### src/rtl/coffee_dispense_ctrl.sv
// ----------------------------------------------------------------------------
// coffee_dispense_ctrl
//
// Dispense sequencer that sits behind the coin-acceptor FSM. Paid vends are
// queued in a small backlog counter; drinks are then run one at a time through
// cup drop, water heating, brewing and cup pickup. A heater that never reports
// hot water within the timeout parks the machine in a latched FAULT state
// until the operator clears it.
//
// Ports:
//   clock        sole clock, rising edge
//   reset_n      asynchronous active-low reset
//   vend         paid-drink strobe; every sampled-high cycle is one vend
//   water_hot    boiler at temperature (level)
//   cup_taken    cup removed from tray (level)
//   clear_fault  operator fault acknowledge (level, only honoured in FAULT)
//   cup_drop     cup dispenser actuator (CUP)
//   heater_on    boiler heater (HEAT or BREW)
//   pump_on      brew pump (BREW)
//   ready        drink ready lamp (DONE)
//   busy         any state other than IDLE
//   fault        heater fault lamp (FAULT)
//   overflow     one-cycle pulse when a vend was dropped on a full backlog
//   pending      current backlog count
// ----------------------------------------------------------------------------
module coffee_dispense_ctrl #(
    parameter int CUP_CYCLES   = 4,
    parameter int BREW_CYCLES  = 16,
    parameter int HEAT_TIMEOUT = 64,
    parameter int MAX_PENDING  = 3
) (
    input  logic       clock,
    input  logic       reset_n,
    input  logic       vend,
    input  logic       water_hot,
    input  logic       cup_taken,
    input  logic       clear_fault,
    output logic       cup_drop,
    output logic       heater_on,
    output logic       pump_on,
    output logic       ready,
    output logic       busy,
    output logic       fault,
    output logic       overflow,
    output logic [3:0] pending
);

    localparam int MAX_LEN_CB = (CUP_CYCLES > BREW_CYCLES) ? CUP_CYCLES : BREW_CYCLES;
    localparam int MAX_LEN    = (MAX_LEN_CB > HEAT_TIMEOUT) ? MAX_LEN_CB : HEAT_TIMEOUT;
    localparam int CNT_W      = $clog2(MAX_LEN + 1);

    // The counter is loaded with N-1 so that a state is left on the cycle
    // the counter is seen at zero, giving exactly N cycles in that state.
    localparam logic [CNT_W-1:0] CUP_LOAD  = CNT_W'(CUP_CYCLES - 1);
    localparam logic [CNT_W-1:0] HEAT_LOAD = CNT_W'(HEAT_TIMEOUT - 1);
    localparam logic [CNT_W-1:0] BREW_LOAD = CNT_W'(BREW_CYCLES - 1);
    localparam logic [3:0]       PEND_MAX  = 4'(MAX_PENDING);

    typedef enum logic [2:0] {
        IDLE  = 3'd0,
        CUP   = 3'd1,
        HEAT  = 3'd2,
        BREW  = 3'd3,
        DONE  = 3'd4,
        FAULT = 3'd5
    } state_t;

    state_t           state;
    state_t           state_nx;
    logic [CNT_W-1:0] cnt;
    logic [CNT_W-1:0] cnt_nx;
    logic             start;
    logic             accept;

    // A start frees one backlog slot in the same cycle, so a vend arriving
    // on a full backlog is still accepted when a drink is being started.
    assign start  = (state == IDLE) && (pending != 4'd0);
    assign accept = vend && ((pending < PEND_MAX) || start);

    always_comb begin
        state_nx = state;
        cnt_nx   = cnt;
        case (state)
            IDLE: begin
                if (start) begin
                    state_nx = CUP;
                    cnt_nx   = CUP_LOAD;
                end
            end
            CUP: begin
                if (cnt == '0) begin
                    state_nx = HEAT;
                    cnt_nx   = HEAT_LOAD;
                end else begin
                    cnt_nx = cnt - 1'b1;
                end
            end
            HEAT: begin
                // Hot water wins over a timeout expiring in the same cycle.
                if (water_hot) begin
                    state_nx = BREW;
                    cnt_nx   = BREW_LOAD;
                end else if (cnt == '0) begin
                    state_nx = FAULT;
                end else begin
                    cnt_nx = cnt - 1'b1;
                end
            end
            BREW: begin
                if (cnt == '0) begin
                    state_nx = DONE;
                end else begin
                    cnt_nx = cnt - 1'b1;
                end
            end
            DONE: begin
                if (cup_taken) begin
                    state_nx = IDLE;
                end
            end
            FAULT: begin
                if (clear_fault) begin
                    state_nx = IDLE;
                end
            end
            default: begin
                state_nx = IDLE;
                cnt_nx   = '0;
            end
        endcase
    end

    // Outputs are decoded from the next state and registered alongside it,
    // so they always match the state register exactly.
    always_ff @(posedge clock or negedge reset_n) begin
        if (!reset_n) begin
            state     <= IDLE;
            cnt       <= '0;
            pending   <= 4'd0;
            overflow  <= 1'b0;
            cup_drop  <= 1'b0;
            heater_on <= 1'b0;
            pump_on   <= 1'b0;
            ready     <= 1'b0;
            busy      <= 1'b0;
            fault     <= 1'b0;
        end else begin
            state     <= state_nx;
            cnt       <= cnt_nx;
            pending   <= pending + 4'(accept) - 4'(start);
            overflow  <= vend && !accept;
            cup_drop  <= (state_nx == CUP);
            heater_on <= (state_nx == HEAT) || (state_nx == BREW);
            pump_on   <= (state_nx == BREW);
            ready     <= (state_nx == DONE);
            busy      <= (state_nx != IDLE);
            fault     <= (state_nx == FAULT);
        end
    end

endmodule

### config.mk
export PLATFORM = sky130hd
export DESIGN_NAME = coffee_dispense_ctrl
export DESIGN_NICKNAME = d
export VERILOG_FILES = /design/src/rtl/coffee_dispense_ctrl.sv
export SDC_FILE = /design/constraint.sdc
export NUM_CORES = 1
export LEC_CHECK = 0
export CORE_AREA = 2 2 52 54
export DETAILED_ROUTE_END_ITERATION = 6
export DIE_AREA = 0 0 54 56
export PLACE_DENSITY = 0.76
export SYNTH_ARGS = -nofsm -noshare
export SYNTH_HDL_FRONTEND = slang
export SYNTH_SLANG_ARGS = --single-unit
### constraint.sdc
create_clock -name clock -period 2.3 [get_ports clock]
set_input_delay 0.46 -clock clock [delete_from_list [all_inputs] [get_ports clock]]
set_output_delay 0.46 -clock clock [all_outputs]
set_load 0.02 [all_outputs]
==> flow_summary.json <==
{
  "die_y_um": 56,
  "ys_ff_latch": 21,
  "p_comb_frac": 0.610,
  "max_freq_mhz": 462.4,
  "preCtsSetupSlack_ps": 73.06,
  "grt_pass1_vias": 1027,
  "cp_cell_sequence": "inv_2 -> ha_4 -> or3b_4 -> and3_1 -> inv_1 -> o21ai_0 -> ha_1 -> inv_1 -> fa_1 -> inv_1",
  "clk_pin_slew_ps": 120,
  "power_frac_clock": 0.083,
  "clkLatencyLatePin_ps": 300,
  "yosysWarnings": 0,
  "cts_root_buf": "clkbuf_4",
  "ys_types": 44,
  "grt_antenna_before_repair": 0,
  "slew_viol_final": 0,
  "seqCellArea_um2": 525.5,
  "pwr-share-seq": 0.306,
  "internal_power_mw": 1.207,
  "nFillCells": 228,
  "clock-sinks": 21,
  "cts_tree": "yes",
  "cts_hold_buffers": 0,
  "fin_tns_setup_ps": 0,
  "syn_nets": 149,
  "core_area_mm2": 0.002432,
  "die-area_mm2": 0.003024,
  "wire_per_inst_um": 13.31,
  "avgSynthCellArea_um2": 9.361,
  "mostFrequentLayoutCells": "dfrtp_1, clkdlybuf4s50_1, nand2_1, inv_1",
  "grt_max_degree": 22,
  "final_hold_viol_count": 0,
  "cp_slowest_cell": "dfrtp_1",
  "fin_crit_sh": 0.9402,
  "crit_arrival_ps": 2420,
  "ys_seq_area_frac": 0.4158,
  "fin_ws_ps": 137.6,
  "yosysTopAreaCellShare": 0.4158,
  "grt_usage": 0.1964,
  "final_nets": 173,
  "vias_per_cell": 5.452,
  "swShare": 0.4382,
  "peakVddDrop_uv": 1069,
  "cts_buffer_depth": 2,
  "syn-cell-area_mm2": 0.001264,
  "crit_top_cell": "inv_1",
  "ant_nets": 0,
  "netlist_instances": 135,
  "drt_first_pass_iters": 4,
  "max-cap-violations": 0,
  "drt_iter0_markers": 13,
  "p_sw_uw": 941.7,
  "synth_edf_count": 0,
  "p_total_mw": 2.149,
  "drive_gt1_frac": 0.1456,
  "die_x_um": 54,
  "slew_headroom": 0.7320,
  "worstSetupPathType": "reg -> reg",
  "required_ps": 2550,
  "grt_first_pass_wirelength_um": 4512,
  "hpwlAfterDp_um": 1912,
  "final_common_cell": "dfrtp_1",
  "area_growth_syn_to_layout_pct": 21.68,
  "reg2reg_from": "pending[2]",
  "worst_pin_slew_ps": 396.6,
  "leakage_nw": 0.6827,
  "reg2reg_slack_ps": 140,
  "yosysTopAreaCell": "dfrtp_1",
  "synthArstFlopShare": 1.000,
  "multi_input_area_um2": 669.4,
  "synthTopCellsByArea": "dfrtp_1, ha_1, inv_1",
  "grt_overflow": 0,
  "cp-end-kind": "flop",
  "min_period_ps": 2162,
  "hold_class": "in -> async",
  "antennaDiodeCount": 0,
  "finalWirelength_um": 2503,
  "ios": 17,
  "outcome": "complete, no violations",
  "start_util": 0.5195,
  "path_max_fanout": 4,
  "htree_levels": 1,
  "power_density_mw_per_mm2": 1398,
  "r2r_cells": 10,
  "synth_flop_cell": "dfrtp_1",
  "finalSetupViolCount": 0,
  "cpLargestDelayFamily": "adder cells",
  "fin_worst_skew_ps": 1.778,
  "vias": 1025,
  "numCtsBuffers": 3,
  "cp_num_cells": 10,
  "crit_buf_inv": 4,
  "rsz0062_at_grt": "false",
  "start_kind": "flop",
  "worst_r2r_endpoint": "pending[1]",
  "drc": 0,
  "routabilityCongestion": 0.8502,
  "numPortBuffers": 16,
  "max_stage_delay_ps": 410,
  "rows": 18
}
-- timing repair --
item                                    in CTS  in global routing
gates resized for setup                      0                  6
buffers inserted                             0                  0
endpoints found under the setup margin       0                  2
-- layout make-up --
class,instances,share of cell area
timing repair buffer,23,0.1383
clock buffer,3,0.01465
tap,30,0.02441
sequential,21,0.3417
multi-input combinational,94,0.4353
clock inverter,1,0.003255
inverter,16,0.04231
-- routing by layer --
| layer | vias up | share of wire | track usage | wire [µm] |
|---|---|---|---|---|
| li1 | 521 | - | - | - |
| met1 | 482 | 0.47 | 0.2832 | 1164 |
| met2 | 18 | 0.49 | 0.3031 | 1231 |
| met3 | 4 | 0.034 | 0.02957 | 85 |
| met4 | 0 | 0.0088 | 0.05357 | 22 |
| met5 | - | 0 | 0 | 0 |
-- stage by stage --
stage | hold WS, ps | cells | util | area [µm²]
final | 478.2 | 188 | 0.6322 | 1538
after global routing | 509.2 | 188 | 0.6322 | 1538
after CTS | 484.2 | 188 | 0.6245 | 1519
after detailed placement | 549.2 | 184 | 0.6132 | 1491
after global placement | 524.8 | 184 | 0.6132 | 1491
after floorplan | 164.4 | 135 | - | 1264
-- state kept, by name, indices dropped and copies added (netlist names) --
register   count
busy           1
pump_on        1
pending        4
overflow       1
cup_drop       1
state          3
ready          1
heater_on      1
cnt            7
fault          1
-- Yosys cell counts (all sizes together) (2+ instances only) --
| cell | number |
|---|---|
| a31oi | 2 |
| a21oi | 6 |
| clkbuf | 3 |
| inv | 16 |
| nand2b | 2 |
| o2bb2ai | 2 |
| nor3 | 4 |
| o21ai | 6 |
| nand2 | 14 |
| nand4 | 2 |
| nor3b | 2 |
| nand3 | 6 |
| a211oi | 3 |
| nor2 | 7 |
| ha | 7 |
| o22ai | 2 |
| dfrtp | 21 |
| nor2b | 5 |
| and3 | 4 |
-- power by group through the flow --
stage	clock network [mW]	logic [mW]	registers [mW]
2_1_floorplan	0	0.774	0.756
3_3_place_gp	0	1.24	0.660
3_5_place_dp	0	1.27	0.663
4_1_cts	0.182	1.28	0.655
5_1_grt	0.195	1.48	0.686
6_report	0.178	1.31	0.659
-- logic make-up (layout without fill, tap and decap cells) --
logic type                 Yosys count  in the layout  share of synthesized area
AOI/OAI and AO/OA                   30             30                     0.1713
DFF                                 21             21                     0.4158
adders and majority gates            8              8                    0.08515
xor gates and xnor gates             2              2                    0.01386
muxes                                1              1                   0.008910
and+or+nand+nor                     53             53                     0.2356
buffers and inverters               20             43                    0.06930
-- worst max-delay path by stage --
| stage | startpoint | to | slack [ps] |
|---|---|---|---|
| 2_1_floorplan | pending[2] | pending[1] | 110 |
| 3_3_place_gp | pending[2] | pending[1] | 150 |
| 3_5_place_dp | pending[2] | pending[1] | 70 |
| 4_1_cts | pending[2] | pending[1] | 60 |
| 5_1_grt | pending[3] | pending[1] | 20 |
| 6_report | pending[2] | pending[1] | 140 |
(Power assumes the default switching activity.)
